`src/rtl/tipi_nib_host.sv`:
```
// tipi_nib_host: host-side master for the TIPI nibble bus. One byte-level
// register request at a time is framed as reset slot, command nibble and two
// data nibbles (high first); reads return the byte on a one-cycle response.
module tipi_nib_host #(
  parameter int HALF_PERIOD = 4,
  parameter int TURN        = 2
) (
  input  logic       clk,
  input  logic       r_reset,
  input  logic       req_valid,
  output logic       req_ready,
  input  logic       req_write,
  input  logic [1:0] req_reg,
  input  logic [7:0] req_data,
  output logic       rsp_valid,
  output logic [7:0] rsp_data,
  output logic       r_clk,
  output logic       r_nibrst,
  output logic [3:0] r_nib_out,
  output logic       r_nib_oe,
  input  logic [3:0] r_nib_in
);

  // 2*255-1 fits in 9 bits; TURN-1 (max 14) shares the same counter.
  localparam int                CW        = 9;
  localparam logic [CW-1:0]     SLOT_LAST = CW'(2 * HALF_PERIOD - 1);
  localparam logic [CW-1:0]     HALF      = CW'(HALF_PERIOD);
  localparam logic [CW-1:0]     TURN_LAST = CW'(TURN - 1);

  typedef enum logic [2:0] {
    S_IDLE,
    S_RST,
    S_CMD,
    S_TURN,
    S_DATA_HI,
    S_DATA_LO,
    S_DONE
  } state_t;

  state_t        state_q, state_d;
  logic [CW-1:0] cnt_q, cnt_d;

  logic          write_q;
  logic [1:0]    reg_q;
  logic [7:0]    data_q;
  logic [3:0]    hi_q;
  logic [7:0]    rsp_data_q;

  logic          ready_q, ready_d;
  logic          rsp_valid_q, rsp_valid_d;
  logic          r_clk_q, r_clk_d;
  logic          nibrst_q, nibrst_d;
  logic [3:0]    nib_out_q, nib_out_d;
  logic          nib_oe_q, nib_oe_d;

  logic          accept;
  logic          slot_end;

  assign accept   = (state_q == S_IDLE) && ready_q && req_valid;
  assign slot_end = (cnt_q == SLOT_LAST);

  assign req_ready = ready_q;
  assign rsp_valid = rsp_valid_q;
  assign rsp_data  = rsp_data_q;
  assign r_clk     = r_clk_q;
  assign r_nibrst  = nibrst_q;
  assign r_nib_out = nib_out_q;
  assign r_nib_oe  = nib_oe_q;

  // State and slot counter registers; reset aborts any transfer in flight.
  always_ff @(posedge clk) begin
    if (!r_reset) begin
      state_q <= S_IDLE;
      cnt_q   <= '0;
    end else begin
      state_q <= state_d;
      cnt_q   <= cnt_d;
    end
  end

  // Next state plus next pad values; pads are decoded from the next state so
  // that their registered copies line up exactly with the state they belong to.
  always_comb begin
    state_d     = state_q;
    cnt_d       = cnt_q;
    ready_d     = 1'b0;
    rsp_valid_d = 1'b0;
    r_clk_d     = 1'b0;
    nibrst_d    = 1'b0;
    nib_out_d   = 4'h0;
    nib_oe_d    = 1'b0;

    case (state_q)
      S_IDLE: begin
        cnt_d = '0;
        if (accept) state_d = S_RST;
      end
      S_RST, S_CMD, S_DATA_HI, S_DATA_LO: begin
        if (slot_end) begin
          cnt_d = '0;
          case (state_q)
            S_RST:     state_d = S_CMD;
            S_CMD:     state_d = write_q ? S_DATA_HI : S_TURN;
            S_DATA_HI: state_d = S_DATA_LO;
            default:   state_d = S_DONE;
          endcase
        end else begin
          cnt_d = cnt_q + 1'b1;
        end
      end
      S_TURN: begin
        if (cnt_q == TURN_LAST) begin
          cnt_d   = '0;
          state_d = S_DATA_HI;
        end else begin
          cnt_d = cnt_q + 1'b1;
        end
      end
      S_DONE: begin
        cnt_d   = '0;
        state_d = S_IDLE;
      end
      default: begin
        cnt_d   = '0;
        state_d = S_IDLE;
      end
    endcase

    ready_d     = (state_d == S_IDLE);
    rsp_valid_d = (state_d == S_DONE);
    nibrst_d    = (state_d == S_RST);
    r_clk_d     = ((state_d == S_CMD) || (state_d == S_DATA_HI) || (state_d == S_DATA_LO))
                  && (cnt_d >= HALF);

    case (state_d)
      S_CMD: begin
        nib_oe_d  = 1'b1;
        nib_out_d = {1'b1, write_q, reg_q};
      end
      S_DATA_HI: begin
        nib_oe_d  = write_q;
        nib_out_d = write_q ? data_q[7:4] : 4'h0;
      end
      S_DATA_LO: begin
        nib_oe_d  = write_q;
        nib_out_d = write_q ? data_q[3:0] : 4'h0;
      end
      default: begin
        nib_oe_d  = 1'b0;
        nib_out_d = 4'h0;
      end
    endcase
  end

  // Registered pad and handshake outputs, all cleared by reset.
  always_ff @(posedge clk) begin
    if (!r_reset) begin
      ready_q     <= 1'b0;
      rsp_valid_q <= 1'b0;
      r_clk_q     <= 1'b0;
      nibrst_q    <= 1'b0;
      nib_out_q   <= 4'h0;
      nib_oe_q    <= 1'b0;
    end else begin
      ready_q     <= ready_d;
      rsp_valid_q <= rsp_valid_d;
      r_clk_q     <= r_clk_d;
      nibrst_q    <= nibrst_d;
      nib_out_q   <= nib_out_d;
      nib_oe_q    <= nib_oe_d;
    end
  end

  // Request capture and read-nibble sampling on the last cycle of each data slot.
  always_ff @(posedge clk) begin
    if (!r_reset) begin
      write_q    <= 1'b0;
      reg_q      <= 2'd0;
      data_q     <= 8'h00;
      hi_q       <= 4'h0;
      rsp_data_q <= 8'h00;
    end else begin
      if (accept) begin
        write_q <= req_write;
        reg_q   <= req_reg;
        data_q  <= req_data;
      end
      if ((state_q == S_DATA_HI) && slot_end && !write_q) begin
        hi_q <= r_nib_in;
      end
      if ((state_q == S_DATA_LO) && slot_end) begin
        rsp_data_q <= write_q ? 8'h00 : {hi_q, r_nib_in};
      end
    end
  end

endmodule

```
`config.mk`:
```
export PLATFORM = sky130hd
export DESIGN_NAME = tipi_nib_host
export DESIGN_NICKNAME = d
export VERILOG_FILES = /design/src/rtl/tipi_nib_host.sv
export SDC_FILE = /design/constraint.sdc
export NUM_CORES = 1
export LEC_CHECK = 0
export ABC_AREA = 1
export CAP_MARGIN = 20
export CORE_ASPECT_RATIO = 0.75
export CORE_MARGIN = 2
export CORE_UTILIZATION = 56
export CTS_CLUSTER_SIZE = 40
export DETAILED_ROUTE_END_ITERATION = 8
export PLACE_DENSITY_LB_ADDON = 0.2
export SKIP_LAST_GASP = 1
export SLEW_MARGIN = 25
export SYNTH_ARGS = -nofsm -noshare
export SYNTH_HDL_FRONTEND = slang
export SYNTH_SLANG_ARGS = --single-unit
```
`constraint.sdc`:
```
create_clock -name clk -period 4 [get_ports clk]
set_clock_uncertainty 0.15 [all_clocks]
set_input_delay 0.4 -clock clk [delete_from_list [all_inputs] [get_ports clk]]
set_output_delay 0.4 -clock clk [all_outputs]
set_load 0.02 [all_outputs]
```
==> results.py, run 1 <==
metrics = {
    "clock_tree": {
        "cts_post_setup_buffers_inserted": 0,
        "h-tree-depth": 2,
        "clock_latency_ns": 0.30,
        "cts_root_buffer": "clkbuf_8",
        "hold_buffers": 0,
        "clkSinkCount": 44,
        "cts_made_buffers": 5,
        "clock_path_buffers": 2,
        "cts_tree": "done",
        "cts-resized-gates": 0,
        "clk_pin_slew_ns": 0.08,
    },
    "layout": {
        "drive_above_1_share_pct": 10.0,
        "synthToLayoutAreaGrowth_pct": 22.0,
        "final_common_cell": "nor2_1",
        "final_cells": 360,
        "antenna_cells": 0,
        "nets": 340,
        "fin_area_mm2": 0.00248,
        "n_fill_cell": 287,
        "final_cell_mix": "nor2_1 (61), nand2_1 (53), dfxtp_1 (44), clkdlybuf4s50_1 (34), inv_1 (28)",
        "final_util_pct": 73.3,
    },
    "floorplan": {
        "initial_utilization_pct": 60.1,
        "dieArea_mm2": 0.00413,
        "num_rows": 18,
        "die_h_um": 56.2,
        "coreArea_mm2": 0.00338,
        "die_w_um": 73.5,
        "io_pins": 35,
    },
    "global_route": {
        "globalRouteTotalUtil_pct": 23.1,
        "grt_antenna_before_repair": 0,
        "grt_max_degree": 25,
        "grt_pass1_vias": 1605,
        "grt_pass1_wl_mm": 7.31,
        "overflow": 0,
    },
    "pwr": {
        "combPwrFrac_pct": 7.6,
        "p_int_mw": 0.592,
        "pwr-share-clk_pct": 34.1,
        "power_switching_mw": 0.189,
        "p_leak_nw": 1.06,
        "powerDensity_mw_per_mm2": 315,
        "vdd_ir_drop_max_mv": 0.309,
        "p_sw_share_pct": 24.2,
        "power_mw": 0.781,
        "pwr-share-seq_pct": 58.3,
    },
    "outcome": {
        "run_status": "finished, final reports clean",
    },
    "sta": {
        "finalMaxSlewViolations": 0,
        "tns_ns": 0,
        "hold_viol": 0,
        "hold_slack_ns": 0.317,
        "fin_crit_sh_pct": 53.1,
        "timing.final.ws_setup_ns": 1.87,
        "rsz0062_at_grt": "false",
        "slew_headroom_pct": 55.7,
        "fmax_mhz": 470,
        "setup_viol": 0,
        "period_minus_slack_ns": 2.13,
        "worst_pin_slew_ns": 0.664,
    },
    "place": {
        "port_buffers": 34,
        "gp_congestion": 0.942,
        "dp_slack_ns": 1.78,
        "dp_cells": 353,
        "dp_hpwl_mm": 3.28,
        "dpl-instance-area_mm2": 0.00240,
    },
    "worst_setup_path": {
        "r2r_end": "r_nib_out[1]$_SDFF_PN0_",
        "cp.arrival_ns": 2.14,
        "cp-endpoint": "r_nib_out[1]$_SDFF_PN0_",
        "cp.required_ns": 4.02,
        "crit_fanout": 12,
        "rr_startpoint": "write_q$_SDFFE_PN0P_",
        "worst_setup_path_end_kind": "flop",
        "crit_path_start": "write_q$_SDFFE_PN0P_",
        "r2r_cells": 11,
        "rrSetupSlack_ns": 1.87,
        "startpoint_type": "flop",
        "worstSetupPathType": "reg2reg",
    },
    "synth": {
        "synth_area_per_cell_um2": 7.13,
        "synth_top_cell_by_area": "dfxtp_1",
        "yosysWarnings": 0,
        "ys_seq_area_share_pct": 43.4,
        "synth_area_mm2": 0.00203,
        "ys_types": 28,
        "synth_edf_count": 0,
        "syn_inst": 285,
        "synthArstFlopShare_pct": 0,
        "synthesis.nets": 305,
        "synth_area_leaders": "dfxtp_1 (43%), nor2_1 (11%), nand2_1 (9.8%), nand3_1 (5.9%), inv_1 (5.2%)",
        "ys.flop_type": "dfxtp_1",
        "ys_seq_elements": 44,
        "synth_top_area_share_pct": 43.4,
    },
    "drt": {
        "first_iter_violations": 92,
        "vias": 1882,
        "wirelength_mm": 4.38,
        "drc": 0,
        "detail-route-antenna-nets": 0,
        "wl_per_cell_um": 12.2,
        "drtPass1Iterations": 5,
        "vias_per_cell": 5.23,
    },
    "worst_hold_path": {
        "min_path_type": "reg2reg",
    },
    "job": {
        "maxCapViolations": 0,
    },
}
cell usage after synthesis (3+ instances only):
cell type  count
inv_2          5
a21oi_1       12
nand2_4        4
o21ai_0       12
nand3_2        3
nor2_1        61
inv_1         28
nand4_1        6
nand3_1       24
dfxtp_1       44
clkbuf_1       4
mux2i_1        4
nand2_1       53
nor2_2         5
layer usage:
layer  wire length (um)  global-route usage [%]  vias to the layer above
met2               1810                    31.3                       61
met4                 78                    8.57                        0
li1                   -                       -                      968
met3                241                    7.25                        6
met5                  0                       0                        -
met1               2250                    33.9                      847
state kept, by name (all words and copies together) (netlist names):
signal / flops
r_nibrst: 1
r_nib_oe: 1
rsp_valid: 1
data_q: 8
reg_q: 2
write_q: 1
hi_q: 4
state_q: 3
r_nib_out: 4
req_ready: 1
rsp_data: 8
cnt_q: 9
r_clk: 1
worst min path at each step:
stage | slack (ns) | cells past startpoint | endpoint | startpoint
global route | 0.33 | 2 | reg_q[0]$_SDFFE_PN0P_ | reg_q[0]$_SDFFE_PN0P_
global placement | 0.30 | 1 | cnt_q[0]$_SDFF_PN0_ | cnt_q[0]$_SDFF_PN0_
finish | 0.32 | 2 | reg_q[0]$_SDFFE_PN0P_ | reg_q[0]$_SDFFE_PN0P_
CTS | 0.32 | 2 | rsp_data[3]$_SDFFE_PN0P_ | rsp_data[3]$_SDFFE_PN0P_
floorplan | 0.28 | 2 | reg_q[0]$_SDFFE_PN0P_ | reg_q[0]$_SDFFE_PN0P_
detailed placement | 0.31 | 2 | rsp_data[3]$_SDFFE_PN0P_ | rsp_data[3]$_SDFFE_PN0P_
final cells by class:
class | instances | area [um2] | share of cell area [%]
repair buffers | 34 | 340 | 13.7
multi-input cells | 200 | 991 | 40.0
clock inverters | 2 | 12.5 | 0.505
clock buffers | 5 | 68.8 | 2.78
flip-flops and latches | 44 | 881 | 35.6
inverters | 35 | 134 | 5.40
well taps | 40 | 50.0 | 2.02
logic make-up (layout without fill, tap and decap cells):
group / Yosys count / count (layout) / share of synthesized area, %
simple gates: 164 / 164 / 37.2
flops: 44 / 44 / 43.4
buf+inv: 41 / 76 / 7.82
compound gates: 28 / 28 / 7.52
mux: 4 / 4 / 1.97
fa+ha+maj: 2 / 2 / 1.23
xor+xnor: 2 / 2 / 0.863
power groups by stage:
stage | clock [mW] | combinational [mW] | sequential [mW]
after global placement | 0 | 0.0582 | 0.465
after global routing | 0.288 | 0.0654 | 0.456
after CTS | 0.269 | 0.0592 | 0.455
after detailed placement | 0 | 0.0588 | 0.465
after floorplan | 0 | 0.0330 | 0.464
final | 0.267 | 0.0593 | 0.455
worst max-delay path, stage by stage (launching register included):
cell and delay, ns:
dfxtp_1 0.58, inv_1 0.30, nand3_1 0.20, nand2_1 0.08
nand2_1 0.07, nand3_2 0.08, nand2_4 0.13, inv_2 0.08
nand3_4 0.11, nor2_1 0.05, nor2_1 0.11, nor2_1 0.05
(Power assumes the default switching activity.)
==> run 2: changes to the inputs <==
CORE_UTILIZATION = 47   (was 56)
clock period = 1.8 ns   (was 4 ns; I/O delays follow)
==> results.py, run 2 (same netlist as run 1, synthesis figures left out) <==
metrics = {
    "layout": {
        "antenna_cells": 0,
        "n_fill_cell": 332,
        "top_register": "cnt_q",
        "largest_reg_flops": 9,
        "nets": 367,
        "synthToLayoutAreaGrowth_pct": 41.2,
        "regArea_um2": 890,
        "drive_above_1_share_pct": 25.4,
        "final_util_pct": 69.8,
        "final_cell_mix": "nor2_1 (54), nand2_1 (43), dfxtp_1 (41), clkdlybuf4s50_1 (34), inv_1 (25)",
        "multiInputGateArea_mm2": 0.00112,
        "final_common_cell": "nor2_1",
    },
    "floorplan": {
        "coreArea_mm2": 0.00410,
        "dieArea_mm2": 0.00487,
        "die_h_um": 60.9,
        "die_w_um": 79.9,
        "io_pins": 35,
        "num_rows": 20,
        "initial_utilization_pct": 49.5,
    },
    "drt": {
        "wl_per_cell_um": 11.5,
        "detail-route-antenna-nets": 0,
        "vias_per_cell": 4.93,
        "wirelength_mm": 4.64,
        "drtPass1Iterations": 4,
        "vias": 1983,
        "drc": 0,
        "first_iter_violations": 97,
    },
    "clock_tree": {
        "cts_made_buffers": 5,
        "hold_buffers": 0,
        "clk_pin_slew_ns": 0.07,
        "cts_root_buffer": "clkbuf_8",
        "clock_path_buffers": 2,
        "cts_tree": "done",
        "h-tree-depth": 2,
        "clkSinkCount": 44,
        "clock_latency_ns": 0.29,
    },
    "outcome": {
        "violations": "setup timing",
        "run_status": "complete, but fails checks",
    },
    "pwr": {
        "vdd_ir_drop_max_mv": 0.468,
        "p_sw_share_pct": 23.2,
        "p_leak_nw": 1.24,
        "powerDensity_mw_per_mm2": 609,
        "combPwrFrac_pct": 9.8,
        "p_int_mw": 1.34,
        "power_switching_mw": 0.405,
        "pwr-share-clk_pct": 32.6,
        "pwr-share-seq_pct": 57.6,
    },
    "place": {
        "dp_slack_ns": -0.175,
        "port_buffers": 34,
        "gp_congestion": 0.871,
        "dp_hpwl_mm": 3.22,
    },
    "sta": {
        "timing.final.ws_setup_ns": -0.0784,
        "fin_crit_sh_pct": 104,
        "finalMaxSlewViolations": 0,
        "setup_viol": 7,
        "period_minus_slack_ns": 1.88,
        "rsz0062_at_grt": "true",
        "fmax_mhz": 532,
        "hold_viol": 0,
        "slew_headroom_pct": 73.5,
        "worst_pin_slew_ns": 0.397,
    },
    "worst_setup_path": {
        "startpoint_type": "flop",
        "worstSetupPathType": "reg2reg",
        "cp.arrival_ns": 1.92,
        "worst_setup_path_end_kind": "flop",
        "cp.required_ns": 1.84,
        "crit_fanout": 6,
    },
    "global_route": {
        "globalRouteTotalUtil_pct": 19.9,
        "busiest_layer": "met2",
        "grt_pass1_vias": 1753,
        "gr-usage-met3_pct": 5.06,
        "overflow": 0,
        "grt_max_degree": 21,
        "grt_antenna_before_repair": 0,
        "met2_usage_pct": 31.8,
        "met1_usage_pct": 26.9,
        "grt_pass1_wl_mm": 7.53,
    },
    "job": {
        "maxCapViolations": 0,
    },
    "worst_hold_path": {
        "min_path_type": "reg2reg",
    },
}
## run 2: changes by cell type in the layout (fill, tap and decap cells not counted), sizes merged
cell      previous run  this run
buf                  0        27
clkbuf               5         6
clkinvlp             1         0
## run 2: worst max-delay path, cell delays in order, from the launching register on
cell	delay, ns
dfxtp_4	0.36
inv_2	0.06
ha_4	0.11
inv_2	0.02
nor2_1	0.10
nand4_1	0.19
a21oi_2	0.23
nand2_4	0.12
buf_4	0.15
nand4_1	0.09
nand2_1	0.07
nor2_1	0.08
nor2_1	0.04
## run 2: through the flow
stage          hold WS (ns)  instances  TNS, ns  area (um2)  total power, mW
6_report              0.306        402   -0.326        2870             1.74
5_1_grt               0.326        402    -1.51        2870             1.82
4_1_cts               0.308        399  -0.0206        2750             1.75
3_5_place_dp          0.296        386   -0.639        2560             1.18
3_3_place_gp          0.300        386   -0.176        2560             1.18
2_1_floorplan         0.165        285        0        2030             1.10
## run 2: cell type report
cell class                      count  area share, %
Clock inverter                      1          0.175
Multi-Input combinational cell    200           39.1
Clock buffer                        6           2.53
Inverter                           35           5.02
Sequential cell                    44           31.0
Tap cell                           55           2.40
Timing Repair Buffer               61           19.8
## run 2: repair_timing
item,4_1_cts,5_1_grt
setup endpoints to repair,11,15
buffers inserted,6,3
pin swaps,9,12
hold endpoints to repair,0,0
gates cloned,0,0
gates resized for setup,17,29
## run 2: power groups by stage
stage / clock network (mW) / logic [mW] / registers (mW)
3_5_place_dp: 0 / 0.153 / 1.03
5_1_grt: 0.627 / 0.189 / 1.01
6_report: 0.568 / 0.171 / 1.01
2_1_floorplan: 0 / 0.0733 / 1.03
4_1_cts: 0.581 / 0.164 / 1.01
3_3_place_gp: 0 / 0.153 / 1.03
## run 2: path summary, 6_finish.rpt
kind / startpoint / endpoint / slack (ns) / cells after the start
max: cnt_q[1]$_SDFF_PN0_ / r_nib_out[1]$_SDFF_PN0_ / -0.08 / 12
min: reg_q[1]$_SDFFE_PN0P_ / reg_q[1]$_SDFFE_PN0P_ / 0.31 / 2
max reg2reg: cnt_q[1]$_SDFF_PN0_ / r_nib_out[1]$_SDFF_PN0_ / -0.08 / 12
min reg2reg: reg_q[1]$_SDFFE_PN0P_ / reg_q[1]$_SDFFE_PN0P_ / 0.31 / 2
## run 2: metal layers
layer / wire, um / part of all wire (%)
met5: 0 / 0
met4: 45 / 0.97
met3: 356 / 7.7
met2: 2070 / 45
met1: 2170 / 47
==> run 3: changes to the inputs <==
CAP_MARGIN = not set   (was 20)
CORE_MARGIN = 10   (was 2)
==> results.py, run 3 (same netlist as run 1, synthesis figures left out) <==
metrics = {
    "clock_tree": {
        "cts_tree": "done",
        "clk_pin_slew_ns": 0.08,
        "clock_path_buffers": 2,
        "h-tree-depth": 2,
        "clock_latency_ns": 0.29,
        "cts_made_buffers": 5,
        "cts_root_buffer": "clkbuf_8",
        "clkSinkCount": 44,
    },
    "layout": {
        "drive_above_1_share_pct": 26.3,
        "top_register": "cnt_q",
        "final_cell_mix": "nor2_1 (52), nand2_1 (44), dfxtp_1 (41), clkdlybuf4s50_1 (34), inv_1 (24)",
        "antenna_cells": 0,
        "final_util_pct": 70.1,
        "n_fill_cell": 326,
        "nets": 365,
        "fin_area_mm2": 0.00288,
        "largest_reg_flops": 9,
        "synthToLayoutAreaGrowth_pct": 41.7,
        "final_common_cell": "nor2_1",
    },
    "drt": {
        "wl_met2_mm": 2.16,
        "first_iter_violations": 119,
        "highest_layer": "met4",
        "wl_per_cell_um": 12.7,
        "drc": 0,
        "vias": 1970,
        "met3WireLength_um": 346,
        "wirelength_mm": 5.09,
        "vias_per_cell": 4.91,
        "drt-met1-wl_mm": 2.55,
        "detail-route-antenna-nets": 0,
        "drtPass1Iterations": 4,
    },
    "worst_setup_path": {
        "crit_family": "simple AND/OR/NAND/NOR gates",
        "cp_cell_sequence": "inv_4 > ha_4 > inv_2 > nor2_2 > nand4_1 > a21oi_2 > nand2_4 > inv_4 > nand3_4 > buf_4 > a21oi_2",
        "critPathSlowestCell": "dfxtp_4",
        "cp.required_ns": 1.88,
        "rrSetupSlack_ns": -0.11,
        "slowest_delay_ns": 0.37,
        "worstSetupPathType": "reg2reg",
        "cp.buffers_inverters": 4,
        "crit_fanout": 8,
        "r2r_cells": 11,
        "rr_startpoint": "cnt_q[1]$_SDFF_PN0_",
        "r2r_end": "r_nib_oe$_SDFF_PN0_",
        "worst_setup_path_end_kind": "flop",
        "cp.arrival_ns": 1.99,
        "startpoint_type": "flop",
    },
    "global_route": {
        "grt_max_degree": 21,
        "grt_antenna_before_repair": 0,
        "overflow": 0,
        "globalRouteTotalUtil_pct": 12.7,
        "grt_pass1_vias": 1772,
        "grt_pass1_wl_mm": 7.77,
    },
    "sta": {
        "slew_headroom_pct": 72.7,
        "fin_crit_sh_pct": 106,
        "period_minus_slack_ns": 1.91,
        "timing.final.ws_setup_ns": -0.110,
        "hold_viol": 0,
        "finalMaxSlewViolations": 0,
        "rsz0062_at_grt": "true",
        "worst_pin_slew_ns": 0.409,
        "fmax_mhz": 524,
        "setup_viol": 14,
    },
    "floorplan": {
        "initial_utilization_pct": 49.5,
        "io_pins": 35,
        "num_rows": 20,
        "die_w_um": 95.9,
        "coreArea_mm2": 0.00410,
        "die_h_um": 76.9,
        "dieArea_mm2": 0.00738,
    },
    "pwr": {
        "vdd_ir_drop_max_mv": 0.486,
        "p_leak_nw": 1.22,
        "powerDensity_mw_per_mm2": 659,
    },
    "place": {
        "port_buffers": 34,
        "gp_congestion": 0.894,
        "dp_hpwl_mm": 3.68,
        "dpl-instance-area_mm2": 0.00254,
    },
    "worst_hold_path": {
        "min_path_type": "reg2reg",
        "min_delay_worst_endpoint": "reg_q[0]$_SDFFE_PN0P_",
        "worstHoldStart": "reg_q[0]$_SDFFE_PN0P_",
        "holdPathStages": 2,
    },
    "outcome": {
        "run_status": "complete, but fails checks",
        "violations": "setup timing",
    },
    "job": {
        "maxCapViolations": 0,
    },
}
run 3: cell types whose count changed in the layout (fill, tap and decap cells not counted), moves of 2 or more:
cell / previous run / this run
nand2_4: 6 / 4
buf_6: 3 / 5
clkinv_4: 2 / 0
nor3_1: 2 / 0
buf_4: 23 / 20
nor2_1: 54 / 52
run 3: metal layers:
layer / global-route usage [%] / up-vias
li1: - / 1018
met5: 0 / -
met3: 3.70 / 4
met4: 3.38 / 0
met1: 17.8 / 893
met2: 18.2 / 55
run 3: stage by stage:
step	hold WS, ns	setup WS, ns	total power [mW]	TNS (ns)	std cells
6_report	0.317	-0.110	1.90	-0.698	401
5_1_grt	0.325	-0.214	1.97	-2.10	401
4_1_cts	0.292	-0.0274	1.91	-0.112	393
2_1_floorplan	0.165	0.0853	1.10	0	285
3_5_place_dp	0.306	-0.0763	1.18	-0.608	385
3_3_place_gp	0.295	-0.0776	1.18	-0.126	385
run 3: area by class of cell:
type                            count  area, um2  area share [%]
Inverter                           35        141            4.91
Timing Repair Buffer               59        547            19.0
Clock buffer                        6       72.6            2.52
Clock inverter                      2       35.0            1.22
Tap cell                           55       68.8            2.39
Multi-Input combinational cell    200       1120            39.0
Sequential cell                    44        890            30.9
run 3: worst reg2reg max path: stages, from the launching register on:
cell	delay [ns]
dfxtp_4	0.37
inv_4	0.06
ha_4	0.11
inv_2	0.03
nor2_2	0.12
nand4_1	0.19
a21oi_2	0.25
nand2_4	0.12
inv_4	0.09
nand3_4	0.11
buf_4	0.16
a21oi_2	0.11
run 3: worst max path at each step:
stage	to	slack (ns)	startpoint	cells after the start
after floorplan	r_nib_out[0]$_SDFF_PN0_	0.09	cnt_q[0]$_SDFF_PN0_	12
after global placement	r_clk$_SDFF_PN0_	-0.08	cnt_q[0]$_SDFF_PN0_	13
after detailed placement	r_clk$_SDFF_PN0_	-0.08	cnt_q[0]$_SDFF_PN0_	13
after CTS	r_nib_out[0]$_SDFF_PN0_	-0.03	cnt_q[1]$_SDFF_PN0_	12
after global routing	r_nib_out[2]$_SDFF_PN0_	-0.21	cnt_q[1]$_SDFF_PN0_	12
final	r_nib_oe$_SDFF_PN0_	-0.11	cnt_q[1]$_SDFF_PN0_	11
run 3: where the power goes:
group,leakage (nW),switching (mW),total [mW],internal (mW)
clock network,0.0552,0.316,0.727,0.412
registers,0.359,0.0143,1.01,0.993
logic,0.807,0.0865,0.162,0.0751
run 3: repair_timing:
action	4_1_cts	5_1_grt
hold buffers	0	0
pin swaps	1	14
cloned	0	0
resized for setup	10	40
endpoints found under the setup margin	13	24
buffers inserted	0	9
